**config.mk**
```make
export PLATFORM = sky130hd
export DESIGN_NAME = serial_packet_receiver
export DESIGN_NICKNAME = d
export VERILOG_FILES = /design/src/rtl/serial_packet_receiver_pkg.sv /design/src/rtl/serial_packet_receiver_packet_fifo.sv /design/src/rtl/serial_packet_receiver.sv
export SDC_FILE = /design/constraint.sdc
export NUM_CORES = 1
export LEC_CHECK = 0
export ABC_AREA = 1
export BUFFER_PORTS_ARGS = -buffer_cell sky130_fd_sc_hd__clkbuf_2
export CORE_MARGIN = 10
export CORE_UTILIZATION = 31
export CTS_CLUSTER_DIAMETER = 50
export DETAILED_ROUTE_END_ITERATION = 7
export GPL_ROUTABILITY_DRIVEN = 0
export HOLD_SLACK_MARGIN = 0.12
export PLACE_DENSITY = 0.58
export SLEW_MARGIN = 0
export SYNTH_ARGS = -nofsm -noshare
export SYNTH_HDL_FRONTEND = slang
export SYNTH_SLANG_ARGS = --single-unit
```
**constraint.sdc**
```tcl
create_clock -name clk -period 4.25 [get_ports clk]
set_clock_uncertainty 0.15 [all_clocks]
set_input_delay 0.85 -clock clk [delete_from_list [all_inputs] [get_ports clk]]
set_output_delay 0.85 -clock clk [all_outputs]
set_load 0.03 [all_outputs]
```
**src/rtl/serial_packet_receiver_pkg.sv**
```systemverilog
// -----------------------------------------------------------------------------
// serial_packet_receiver_pkg
// Purpose : Shared link constants and types for the serial packet link.
//           Sources, routers and this receiver take the frame geometry from
//           here so every node agrees on a single definition.
// Contents: SPR_ADDR_BITS    destination address width (16-node network)
//           SPR_NUM_NODES    number of nodes on the network
//           SPR_PAYLOAD_BITS payload width
//           SPR_FRAME_BITS   data bits per frame (start bit not included)
//           SPR_FIFO_DEPTH   default receive buffer depth
//           rx_state_t       receiver FSM state encoding
//           sat_inc8()       saturating 8-bit increment
// -----------------------------------------------------------------------------
package serial_packet_receiver_pkg;

    localparam int SPR_ADDR_BITS    = 4;
    localparam int SPR_NUM_NODES    = 16;
    localparam int SPR_PAYLOAD_BITS = 8;
    localparam int SPR_FRAME_BITS   = SPR_ADDR_BITS + SPR_PAYLOAD_BITS;
    localparam int SPR_FIFO_DEPTH   = 4;

    typedef enum logic {
        ST_IDLE  = 1'b0,
        ST_SHIFT = 1'b1
    } rx_state_t;

    function automatic logic [7:0] sat_inc8(input logic [7:0] value);
        return (value == 8'hFF) ? value : value + 8'd1;
    endfunction

endpackage

```
**src/rtl/serial_packet_receiver_packet_fifo.sv**
```systemverilog
// -----------------------------------------------------------------------------
// packet_fifo
// Purpose : Small synchronous FIFO holding received packets. DEPTH must be a
//           power of two so the read/write pointers wrap naturally.
// Ports   : clk        system clock, rising edge
//           reset      asynchronous active-high reset (empties the FIFO)
//           push       write push_data at the tail (ignored when full)
//           push_data  entry to write
//           pop        drop the head entry (ignored when empty)
//           head_data  current head entry
//           count      number of stored entries, 0..DEPTH
// -----------------------------------------------------------------------------
module packet_fifo #(
    parameter int WIDTH = 12,
    parameter int DEPTH = 4
) (
    input  logic                     clk,
    input  logic                     reset,
    input  logic                     push,
    input  logic [WIDTH-1:0]         push_data,
    input  logic                     pop,
    output logic [WIDTH-1:0]         head_data,
    output logic [$clog2(DEPTH):0]   count
);

    localparam int AW   = $clog2(DEPTH);
    localparam int CNTW = AW + 1;
    localparam logic [CNTW-1:0] C_FULL = CNTW'(DEPTH);

    logic [WIDTH-1:0] r_mem [DEPTH];
    logic [AW-1:0]    r_wr_ptr;
    logic [AW-1:0]    r_rd_ptr;
    logic [CNTW-1:0]  r_count;

    logic w_do_push;
    logic w_do_pop;

    assign w_do_push = push && (r_count != C_FULL);
    assign w_do_pop  = pop  && (r_count != '0);

    // Memory is cleared on reset so the head fields read as zero afterwards.
    always_ff @(posedge clk or posedge reset) begin
        if (reset) begin
            r_wr_ptr <= '0;
            r_rd_ptr <= '0;
            r_count  <= '0;
            for (int i = 0; i < DEPTH; i++) begin
                r_mem[i] <= '0;
            end
        end else begin
            if (w_do_push) begin
                r_mem[r_wr_ptr] <= push_data;
                r_wr_ptr        <= r_wr_ptr + AW'(1);
            end
            if (w_do_pop) begin
                r_rd_ptr <= r_rd_ptr + AW'(1);
            end
            case ({w_do_push, w_do_pop})
                2'b10:   r_count <= r_count + CNTW'(1);
                2'b01:   r_count <= r_count - CNTW'(1);
                default: r_count <= r_count;
            endcase
        end
    end

    assign head_data = r_mem[r_rd_ptr];
    assign count     = r_count;

endmodule

```
**src/rtl/serial_packet_receiver.sv**
```systemverilog
// -----------------------------------------------------------------------------
// serial_packet_receiver
// Purpose : Receiving end of the 1-bit serial link. Deserialises framed
//           packets (start bit = 1, then address then payload, LSB first,
//           no stop bit) into a packet FIFO and presents the head on a
//           valid/ready interface. Drives busy back to the transmitter and
//           counts received and misrouted packets.
// Ports   : clk             system clock, rising edge
//           reset           asynchronous active-high reset
//           rx_data         serial line in
//           rx_busy         backpressure; transmitter holds off new frames
//           out_valid       FIFO head valid
//           out_ready       consumer accepts head on out_valid && out_ready
//           out_addr        head packet address
//           out_payload     head packet payload
//           pkt_count       packets written into the FIFO (wraps at 2^26)
//           misroute_count  packets whose address != ID (saturates at 255)
//           overrun         sticky; a frame started while rx_busy was high
//
// state    | meaning
// ---------+------------------------------------------------------------
// ST_IDLE  | line idle, waiting for a start bit
// ST_SHIFT | shifting in data bits; r_discard marks an overrun frame
// -----------------------------------------------------------------------------
module serial_packet_receiver
    import serial_packet_receiver_pkg::*;
#(
    parameter int ID           = 0,
    parameter int ADDR_BITS    = SPR_ADDR_BITS,
    parameter int PAYLOAD_BITS = SPR_PAYLOAD_BITS,
    parameter int FIFO_DEPTH   = SPR_FIFO_DEPTH
) (
    input  logic                    clk,
    input  logic                    reset,
    input  logic                    rx_data,
    output logic                    rx_busy,
    output logic                    out_valid,
    input  logic                    out_ready,
    output logic [ADDR_BITS-1:0]    out_addr,
    output logic [PAYLOAD_BITS-1:0] out_payload,
    output logic [25:0]             pkt_count,
    output logic [7:0]              misroute_count,
    output logic                    overrun
);

    localparam int N    = ADDR_BITS + PAYLOAD_BITS;
    localparam int CW   = $clog2(N);
    localparam int AW   = $clog2(FIFO_DEPTH);
    localparam int CNTW = AW + 1;

    localparam logic [CW-1:0]        C_LAST   = CW'(N - 1);
    localparam logic [ADDR_BITS-1:0] C_ID     = ADDR_BITS'(ID);
    localparam logic [CNTW-1:0]      C_FULL   = CNTW'(FIFO_DEPTH);
    localparam logic [CNTW-1:0]      C_ALMOST = CNTW'(FIFO_DEPTH - 1);

    rx_state_t            r_state;
    logic [CW-1:0]        r_bit_cnt;
    logic [N-2:0]         r_shift;
    logic                 r_discard;
    logic [25:0]          r_pkt_count;
    logic [7:0]           r_misroute;
    logic                 r_overrun;

    logic [N-1:0]         w_frame;
    logic [ADDR_BITS-1:0] w_addr;
    logic [PAYLOAD_BITS-1:0] w_payload;
    logic                 w_last_bit;
    logic                 w_push;
    logic                 w_pop;
    logic [N-1:0]         w_push_data;
    logic [N-1:0]         w_head;
    logic [CNTW-1:0]      w_fifo_count;

    // Only N-1 bits are stored: on the last-bit edge the final bit is taken
    // straight from the line, so the push happens on that same edge.
    assign w_frame     = {rx_data, r_shift};
    assign w_addr      = w_frame[ADDR_BITS-1:0];
    assign w_payload   = w_frame[N-1:ADDR_BITS];
    assign w_last_bit  = (r_state == ST_SHIFT) && (r_bit_cnt == C_LAST);
    assign w_push      = w_last_bit && !r_discard;
    assign w_pop       = out_valid && out_ready;
    assign w_push_data = {w_addr, w_payload};

    packet_fifo #(
        .WIDTH (N),
        .DEPTH (FIFO_DEPTH)
    ) u_fifo (
        .clk       (clk),
        .reset     (reset),
        .push      (w_push),
        .push_data (w_push_data),
        .pop       (w_pop),
        .head_data (w_head),
        .count     (w_fifo_count)
    );

    // Busy one entry early while a frame is in flight, so any frame that
    // starts with rx_busy low is guaranteed a free slot when it completes.
    assign rx_busy = (w_fifo_count == C_FULL) ||
                     ((w_fifo_count == C_ALMOST) && (r_state == ST_SHIFT));

    assign out_valid      = (w_fifo_count != '0);
    assign out_addr       = w_head[N-1:PAYLOAD_BITS];
    assign out_payload    = w_head[PAYLOAD_BITS-1:0];
    assign pkt_count      = r_pkt_count;
    assign misroute_count = r_misroute;
    assign overrun        = r_overrun;

    always_ff @(posedge clk or posedge reset) begin
        if (reset) begin
            r_state     <= ST_IDLE;
            r_bit_cnt   <= '0;
            r_shift     <= '0;
            r_discard   <= 1'b0;
            r_pkt_count <= '0;
            r_misroute  <= '0;
            r_overrun   <= 1'b0;
        end else begin
            case (r_state)
                ST_IDLE: begin
                    if (rx_data) begin
                        r_state   <= ST_SHIFT;
                        r_bit_cnt <= '0;
                        // A frame started against backpressure is still
                        // consumed to stay in step with the line, but dropped.
                        r_discard <= rx_busy;
                        if (rx_busy) begin
                            r_overrun <= 1'b1;
                        end
                    end
                end
                ST_SHIFT: begin
                    r_shift   <= {rx_data, r_shift[N-2:1]};
                    r_bit_cnt <= r_bit_cnt + CW'(1);
                    if (r_bit_cnt == C_LAST) begin
                        r_state <= ST_IDLE;
                        if (!r_discard) begin
                            r_pkt_count <= r_pkt_count + 26'd1;
                            if (w_addr != C_ID) begin
                                r_misroute <= sat_inc8(r_misroute);
                            end
                        end
                    end
                end
                default: r_state <= ST_IDLE;
            endcase
        end
    end

endmodule

```
[Yosys cells after proc, flatten, opt, wreduce, memory -nomap -nowiden]
Index checks and enable logic that the tools add are counted.
Storage, ports and cells
  bits in registers: 107
  bits in latches: 0
  bits in writable memories: 0
  bits in read-only memories: 0
  bits of input ports: 4
  word-level logic and storage cells: 65
  memories kept: 0
Operators by class
  $add $sub $neg: 7
  multiply operators: 0
  div/mod/pow operators: 0
  magnitude comparators: 3
  equality and inequality tests: 8
  shifts and indexed selects: 0
  mux-type cells: 12
  bitwise operators: 5
  reductions and logical operators: 16
Operator list (count)
  48-bit bitwise mux: 1
  12-bit two-way mux: 3
  26-bit by 1-bit adder with 26-bit output, second input constant: 1
  12-bit binary-select mux with 2-bit select: 1
  12-bit demux with 2-bit select: 1
  8-bit by 1-bit adder with 8-bit output, second input constant: 1
  8-bit equality test, second input constant: 1
  4-bit case mux with 2 select lines: 1
  1-bit logical AND: 7
  3-bit >= comparator, second input constant: 2
  2-bit NOT with 3-bit output: 2
  3-bit case mux with 2 select lines: 1
  3-bit AND reduction: 2
  5-bit AND reduction: 1
  2-bit by 1-bit adder with 2-bit output, second input constant: 2
  4-bit by 1-bit adder with 4-bit output, second input constant: 1
  4-bit equality test, second input constant: 1
  4-bit two-way mux: 1
  4-bit nonzero test: 1
  3-bit by 1-bit adder with 3-bit output, second input constant: 1
  3-bit by 2-bit equality test with 1-bit output, second input constant: 1
  3-bit equality test, second input constant: 1
  3-bit by 1-bit less-than comparator with 1-bit output, second input constant: 1
  3-bit inequality test, second input constant: 1
  other kinds (12): 15

[Longest topological paths before layout]
Gate-level depths: netlist of run 1.
  depth after elaboration: 6
  depth in mapped cells: 11
  gate-level depth less buffers: 10

[Cells and area by module]
From an unflattened synthesis of run 1, not the netlist that was laid out.
Unflattened totals
  cell total of the unflattened synthesis: 669
  area total of the unflattened synthesis: 5562.8 um2
By module, submodules not included
  packet_fifo: times used 1, cells an instance 348, area each 2941.6 um2, sequential area each 1376.3 um2
  serial_packet_receiver: times used 1, cells an instance 321, area each 2621.3 um2, sequential area each 1301.2 um2

[Least setup slack after synthesis of run 1]
OpenSTA, ideal clock, no wires.
  path type: register to output
  start point: register u_fifo.r_rd_ptr[1]
  end point: output out_addr[2]
  arrival time: 1.479 ns
  required time: 3.250 ns
  slack: 1.771 ns
  stages on the path, launching flop included: 6
  cells stage by stage: dfrtp_1 > clkbuf_1 > inv_1 > clkbuf_1 > o21ai_0 > o22ai_1
Between the ends
  cells in the longest elaborated chain, start to end: 4
Ends and longest elaborated chain
  start, declared: RTL line serial_packet_receiver_packet_fifo.sv:32  | logic [AW-1:0] r_rd_ptr;
  start signal, assigned: RTL line serial_packet_receiver_packet_fifo.sv:56  | r_rd_ptr <= r_rd_ptr + AW'(1);
  2-bit NOT with 3-bit output (implied by the code): RTL line serial_packet_receiver_packet_fifo.sv:66  | assign head_data = r_mem[r_rd_ptr];
  12-bit binary-select mux with 2-bit select: RTL line serial_packet_receiver_packet_fifo.sv:66
  12-bit two-way mux (implied by the code) (2 in series): RTL line serial_packet_receiver_packet_fifo.sv:66
  end, declared: RTL line serial_packet_receiver.sv:39  | output logic [ADDR_BITS-1:0] out_addr,
No other way between the ends. The select of a mux whose other input is x is not followed.

[Worst setup path after layout of run 1]
  start point: register u_fifo.r_rd_ptr[0]
  end point: output out_payload[6]
Between the ends
  cells in the longest elaborated chain, start to end: 4
Ends and longest elaborated chain
  2-bit NOT with 3-bit output (implied by the code): RTL line serial_packet_receiver_packet_fifo.sv:66
  12-bit binary-select mux with 2-bit select: RTL line serial_packet_receiver_packet_fifo.sv:66
  12-bit two-way mux (implied by the code) (2 in series): RTL line serial_packet_receiver_packet_fifo.sv:66
  end, declared: RTL line serial_packet_receiver.sv:40  | output logic [PAYLOAD_BITS-1:0] out_payload,
No other way between the ends. The select of a mux whose other input is x is not followed.

==> results of run 1 <==
cell families (layout without fill, tap and decap cells):
kind of cell / Yosys count / count (layout) / share of synthesized area
DFF: 107 / 107 / 0.501
and+or+nand+nor: 273 / 273 / 0.235
AOI/OAI and AO/OA: 123 / 123 / 0.131
adders and majority gates: 9 / 9 / 0.0225
buffers and inverters: 94 / 146 / 0.0766
xor gates and xnor gates: 19 / 19 / 0.0326
synth_stat cells (9+ instances only):
cell	n	area (um2)
sky130_fd_sc_hd__o21ai_0	74	370
sky130_fd_sc_hd__nand3_1	16	80.1
sky130_fd_sc_hd__xnor2_1	10	87.6
sky130_fd_sc_hd__a21oi_1	9	45.0
sky130_fd_sc_hd__nand4_1	15	93.8
sky130_fd_sc_hd__nand2_1	173	649
sky130_fd_sc_hd__o21a_1	25	188
sky130_fd_sc_hd__nor2_1	49	184
sky130_fd_sc_hd__dfrtp_1	107	2680
sky130_fd_sc_hd__inv_1	75	282
path summary, 6_finish.rpt:
path / to / slack, ns / cells after the start
max in group asynchronous: misroute_count[3] / 2.74 / 3
max: out_payload[6] / 1.29 / 4
min reg2reg: u_fifo.r_mem[27] / 0.34 / 1
min in group asynchronous: u_fifo.r_mem[5] / 0.49 / 2
max reg2reg: u_fifo.count[1] / 1.67 / 7
min: u_fifo.r_mem[27] / 0.34 / 1
routing by layer:
layer | global-route usage | share of wire | vias to the layer above
li1 | - | - | 2096
met1 | 0.158 | 0.51 | 1933
met2 | 0.164 | 0.44 | 72
met3 | 0.0349 | 0.051 | 0
met4 | 0.0231 | 0 | 0
met5 | 0 | 0 | -
state kept, by name, indices dropped and copies added (netlist names):
register,count
u_fifo.count,3
u_fifo.r_wr_ptr,2
u_fifo.r_mem,48
r_shift,11
r_discard,1
r_state,1
misroute_count,8
overrun,1
pkt_count,26
r_bit_cnt,4
u_fifo.r_rd_ptr,2
area by class of cell:
class | count | area (um2) | share of cell area
Sequential cell | 107 | 2680 | 0.442
Multi-Input combinational cell | 424 | 2250 | 0.372
Timing Repair Buffer | 54 | 288 | 0.0475
Inverter | 76 | 288 | 0.0475
Tap cell | 220 | 275 | 0.0454
Clock buffer | 10 | 229 | 0.0378
Clock inverter | 6 | 48.8 | 0.00805
where the power goes:
part	switching, mW	internal [mW]
combinational	0.928	0.428
sequential	0.241	1.32
clock	0.388	0.405
==> reports/metrics.sh, run 1 <==
STATUS='finished, final reports clean'
POSTPLACECELLAREA_UM2=5780
TRITONCTS_CLOCK_TREE='done'
TOTALNEGATIVESETUPSLACK_NS=0
SYNTH.DISTINCT_CELLS=34
CLKSLEWWORSTSETUPHOLDPATHS_NS=0.08
WORST_R2R_STARTPOINT='r_state'
NETLIST_INSTANCES=625
CTS_ROOT_BUF='sky130_fd_sc_hd__clkbuf_16'
SYN_NETS=638
CRITPATHKIND='flip-flop to output pin'
PLACE.PORT_BUFFERS=52
UNREPAIRED_SETUP_ENDPOINTS_AFTER_GLOBAL_ROUTING='no'
WHS_NS=0.339
DRT-PASS1-ITER-COUNT=4
MOSTFREQUENTLAYOUTCELL='sky130_fd_sc_hd__nand2_1'
WORST_TRAN_PIN_VALUE_NS=0.787
SYNTH_WARNINGS=0
SYNTHTOLAYOUTAREAGROWTH_PCT=13.5
GRT_PASS1_WL_UM=20800
SYN_AVG_CELL_AREA_UM2=8.54
POWERDENSITY_nW_PER_UM2=612
DATA_ARRIVAL_TIME_OF_THE_CRITICAL_PATH_NS=1.96
DRT-VIAS-PER-INSTANCE=4.57
POST_CTS_BUFFERS=0
SYNTH_EDF_COUNT=0
GRT_OVERFLOW=0
DIE_H_UM=151
PIN_COUNT=53
CPMOSTUSEDCELL='sky130_fd_sc_hd__o21ai_0'
MAX_SLEW_MARGIN=0.475
TIMING.FINAL.CRIT_SHARE=0.697
GRT.TOTAL_USAGE=0.112
DRV_SLEW=0
FILL_CELLS=1792
GRT_ANTENNA_BEFORE_REPAIR=0
CTS_BUFFER_DEPTH=2
YS_SEQ_ELEMENTS=107
DRT_FIRST_ITER_VIOLATIONS=249
MAXCLOCKFREQUENCY_GHz=0.338
HOLD_BUFFERS=0
START_UTIL=0.319
DESIGN_POWER_TOTAL_mW=3.71
SLOWEST_CELL_ON_THE_CRITICAL_PATH='sky130_fd_sc_hd__inv_1'
PATH_MAX_FANOUT=30
FINISH.CELL_COUNT_WITHOUT_FILLERS=897
SETUP_VIOL=0
CRITICAL_PATH.STARTPOINT='u_fifo.r_rd_ptr[0]'
FLOORPLAN.DIE_AREA_UM2=22900
CTS-BUFFERS-INSERTED=9
CORE.ROWCOUNT=47
CPPEAKSTAGEDELAY_NS=0.57
CRIT_REQUIRED_NS=3.25
MIN_FROM='u_fifo.r_mem[27]'
FIN_WS_NS=1.29
FLOORPLAN_CORE_AREA_UM2=16800
CELLLEAKAGEPOWER_nW=3.01
GRT_START_MAX_NET_PINS=62
WL_PER_CELL_UM=13.6
ORDERED_CELL_LIST_FOR_THE_CRITICAL_PATH='inv_1, o21ai_0, o21ai_0, clkbuf_2'
CTS.SINK_COUNT=107
DRIVE_GT1_FRAC=0.139
ROUTED-VIA-COUNT=4101
SYNTH-ASYNC-RESET-RATIO=1.00
MIN_PERIOD_NS=2.96
FINAL_HOLD_VIOL_COUNT=0
NUMPLACEDINSTANCES=881
DIE_WIDTH_UM=151
MAXIMUM_LEVEL_OF_THE_CTS_H_TREE=3
DETAIL_ROUTE.WIRELENGTH_UM=12200
IR_DROP_uV=380
TOTAL_BUFFERS_AND_INVERTERS_TRAVERSED_BY_THE_CRITICAL_PATH=2
DRTANTENNAVIOLNETS=0
FINISH.NET_COUNT=685
ANTENNA_CELLS_INSERTED=0
AREA_OF_THE_MAPPED_NETLIST_UM2=5340
FINALINSTANCEAREA_UM2=6060
GRT_PASS1_VIAS=4051
CRITICAL-PATH-TOP-DELAY-FAMILY='buffers and inverters'
CTS_RESIZED=0
SYNTH_TOP_FLOP_CELL='sky130_fd_sc_hd__dfrtp_1'
FINAL_CORE_UTILIZATION=0.362
FRACTION_OF_THE_YOSYS_AREA_TAKEN_BY_SEQUENTIAL_CELLS=0.501
WORST_HOLD_PATH_TYPE='flip-flop to flip-flop'
MOST-COMMON-LAYOUT-CELLS='173 x sky130_fd_sc_hd__nand2_1, 107 x sky130_fd_sc_hd__dfrtp_1, 74 x sky130_fd_sc_hd__inv_1, 74 x sky130_fd_sc_hd__o21ai_0, 52 x sky130_fd_sc_hd__clkbuf_2'
PRECTSSETUPSLACK_NS=1.64
WORST_SETUP_PATH_START_KIND='flip-flop'
WORST_SKEW_PAIR_LATENCY_NS=0.34
MAX-CAP-VIOLATIONS=0
DP_HPWL_UM=8790
ROUTE.DETAILED.DRC=0
CRITICAL_PATH.ENDPOINT_TYPE='output pin'
Note: power is estimated with default switching activity, not from simulation.
==> run 2, diff against run 1 <==
- clock period: 4.25 -> 3.07 ns (I/O delays scaled with it)
==> run 2 against run 1 <==
Compared with the run above:
- cell area increased by 0.81%
- non-clock buffer count is 5 higher
- final cell count is 0.56% higher
- hold slack got worse by 0.20 ns
- clock power increased by 42%
- via count grew 1.6%
- total power grew 40%
- critical endpoint unchanged
- register-to-register slack got worse by 0.94 ns
- global-route usage up 0.19 points
- die area did not move
- wire length rose by 2.4%
- combinational power rose by 42%
==> reports/metrics.sh, run 2 (synthesis results as in run 1) <==
GRT_PASS1_WL_UM=20800  # about the same
DRTANTENNAVIOLNETS=0  # unchanged
CRITPATHKIND='flip-flop to output pin'  # unchanged
DIE_WIDTH_UM=151  # unchanged
PLACE.PORT_BUFFERS=52  # unchanged
SYNTHTOLAYOUTAREAGROWTH_PCT=14.4  # was 13.5%
DATA_ARRIVAL_TIME_OF_THE_CRITICAL_PATH_NS=1.92  # was 1.96 ns
CLKSLEWWORSTSETUPHOLDPATHS_NS=0.08  # about the same
MIN_PERIOD_NS=2.68
MAX-CAP-VIOLATIONS=0  # unchanged
POWER_SWITCHING_mW=2.17  # was 1.56 mW
MOST-COMMON-LAYOUT-CELLS='173 x sky130_fd_sc_hd__nand2_1, 107 x sky130_fd_sc_hd__dfrtp_1, 74 x sky130_fd_sc_hd__inv_1, 74 x sky130_fd_sc_hd__o21ai_0, 52 x sky130_fd_sc_hd__clkbuf_2'  # unchanged
PATH_MAX_FANOUT=17  # was 30
MAXCLOCKFREQUENCY_GHz=0.373
DIE_H_UM=151  # unchanged
CRIT_REQUIRED_NS=2.31  # was 3.25 ns
CTS_BUFFER_DEPTH=2  # unchanged
CLOCKPOWERSHARE=0.217  # was 0.214
WORST_HOLD_PATH_TYPE='input port to async pin'  # was flip-flop to flip-flop
TRITONCTS_CLOCK_TREE='done'  # unchanged
DP_HPWL_UM=9010  # was 8790 um
ANTENNA_CELLS_INSERTED=0  # unchanged
DRV_SLEW=0  # unchanged
GRT_PASS1_VIAS=4089  # was 4051
WORST_TRAN_PIN_VALUE_NS=0.541  # was 0.787 ns
UNREPAIRED_SETUP_ENDPOINTS_AFTER_GLOBAL_ROUTING='no'  # unchanged
CTS-BUFFERS-INSERTED=9  # unchanged
SETUP_VIOL=0  # unchanged
MAX_SLEW_MARGIN=0.639  # was 0.475
FIN_WS_NS=0.388  # was 1.29 ns
CORE.ROWCOUNT=47  # unchanged
CRITICAL_PATH.ENDPOINT_TYPE='output pin'  # unchanged
CELLLEAKAGEPOWER_nW=3.04  # was 3.01 nW
POWER.INTERNAL_mW=3.02  # was 2.15 mW
CTS_ROOT_BUF='sky130_fd_sc_hd__clkbuf_16'  # unchanged
START_UTIL=0.319  # unchanged
DRT-VIAS-PER-INSTANCE=4.62  # was 4.57
TOTALNEGATIVESETUPSLACK_NS=0  # unchanged
STATUS='finished, final reports clean'  # unchanged
IR_DROP_uV=643  # was 380 uV
GRT.TOTAL_USAGE=0.114  # was 0.112
ROUTE.DETAILED.DRC=0  # unchanged
DRIVE_GT1_FRAC=0.145  # was 0.139
WHS_NS=0.138  # was 0.339 ns
LARGEST_REG_FLOPS=48  # unchanged
POWERDENSITY_nW_PER_UM2=850  # was 612 nW/um2
WORST_SKEW_PAIR_LATENCY_NS=0.35  # was 0.34 ns
DETAIL_ROUTE.WIRELENGTH_UM=12500  # was 12200 um
ROUTED-VIA-COUNT=4165  # was 4101
POST_CTS_BUFFERS=0  # unchanged
POWER_FRAC_COMB=0.371  # was 0.366
WORST_SETUP_PATH_START_KIND='flip-flop'  # unchanged
FLOORPLAN.DIE_AREA_UM2=22900  # unchanged
FINAL_HOLD_VIOL_COUNT=0  # unchanged
NETSWITCHINGFRACTION=0.418  # was 0.420
MAXIMUM_LEVEL_OF_THE_CTS_H_TREE=3  # unchanged
CTS.SINK_COUNT=107  # unchanged
GRT_OVERFLOW=0  # unchanged
GRT_START_MAX_NET_PINS=51  # was 62
WL_PER_CELL_UM=13.8  # was 13.6 um
GRT_ANTENNA_BEFORE_REPAIR=0  # unchanged
POWER.SHARE.SEQUENTIAL=0.411  # was 0.421
FLOORPLAN_CORE_AREA_UM2=16800  # unchanged
DRT-PASS1-ITER-COUNT=4  # unchanged
PIN_COUNT=53  # unchanged
FINISH.NET_COUNT=690  # was 685
MOSTFREQUENTLAYOUTCELL='sky130_fd_sc_hd__nand2_1'  # unchanged
DESIGN_POWER_TOTAL_mW=5.19  # was 3.71 mW
DRT_FIRST_ITER_VIOLATIONS=260  # was 249
PRECTSSETUPSLACK_NS=0.717  # was 1.64 ns
TIMING.FINAL.CRIT_SHARE=0.873
REGISTER_WITH_THE_MOST_FLIP_FLOPS='u_fifo.r_mem'  # unchanged
CTS_RESIZED=0  # unchanged
HOLD_BUFFERS=0  # unchanged
==> run 2: power groups by stage <==
stage / sequential, mW / clock, mW / combinational [mW]
global route: 2.19 / 1.22 / 2.17
global placement: 2.15 / 0 / 1.94
floorplan: 2.12 / 0 / 1.42
CTS: 2.13 / 1.17 / 1.97
detailed placement: 2.16 / 0 / 1.96
finish: 2.14 / 1.13 / 1.93
==> run 2: critical path, stage by stage, from the launching register on <==
cell                       delay [ns]
sky130_fd_sc_hd__dfrtp_1         0.47
sky130_fd_sc_hd__inv_1           0.42
sky130_fd_sc_hd__o21ai_0         0.17
sky130_fd_sc_hd__o21ai_0         0.25
sky130_fd_sc_hd__clkbuf_2        0.25
==> run 2: final cells by class <==
cell class	instances	area, um2
Fill cell	1734	10700
Sequential cell	107	2680
Multi-Input combinational cell	424	2250
Timing Repair Buffer	59	325
Inverter	76	289
Tap cell	220	275
Clock buffer	11	243
Clock inverter	5	45.0
==> run 2: path summary, 6_finish.rpt <==
check,start,endpoint,slack (ns),cells after the start
hold reg to reg,u_fifo.r_mem[25],u_fifo.r_mem[25],0.34,1
setup / recovery,u_fifo.r_rd_ptr[1],out_payload[6],0.39,4
hold / removal,reset,misroute_count[5],0.14,2
setup reg to reg,r_bit_cnt[0],u_fifo.count[2],0.73,10
max in group asynchronous,reset,u_fifo.r_mem[19],1.97,3
min in group clk,u_fifo.r_mem[25],u_fifo.r_mem[25],0.34,1
==> run 2: metal layers <==
metal,global-route usage,vias to the layer above,share of wire
met4,0.0303,0,0.0071
met2,0.173,83,0.44
met1,0.152,1962,0.50
met3,0.0367,6,0.056
li1,-,2114,-
met5,0,-,0
==> run 2: per-stage QoR <==
step	utilization	instances	cell area, um2
floorplan	-	625	5340
global placement	0.347	886	5820
detailed placement	0.347	886	5820
CTS	0.364	902	6110
global route	0.364	902	6110
finish	0.364	902	6110
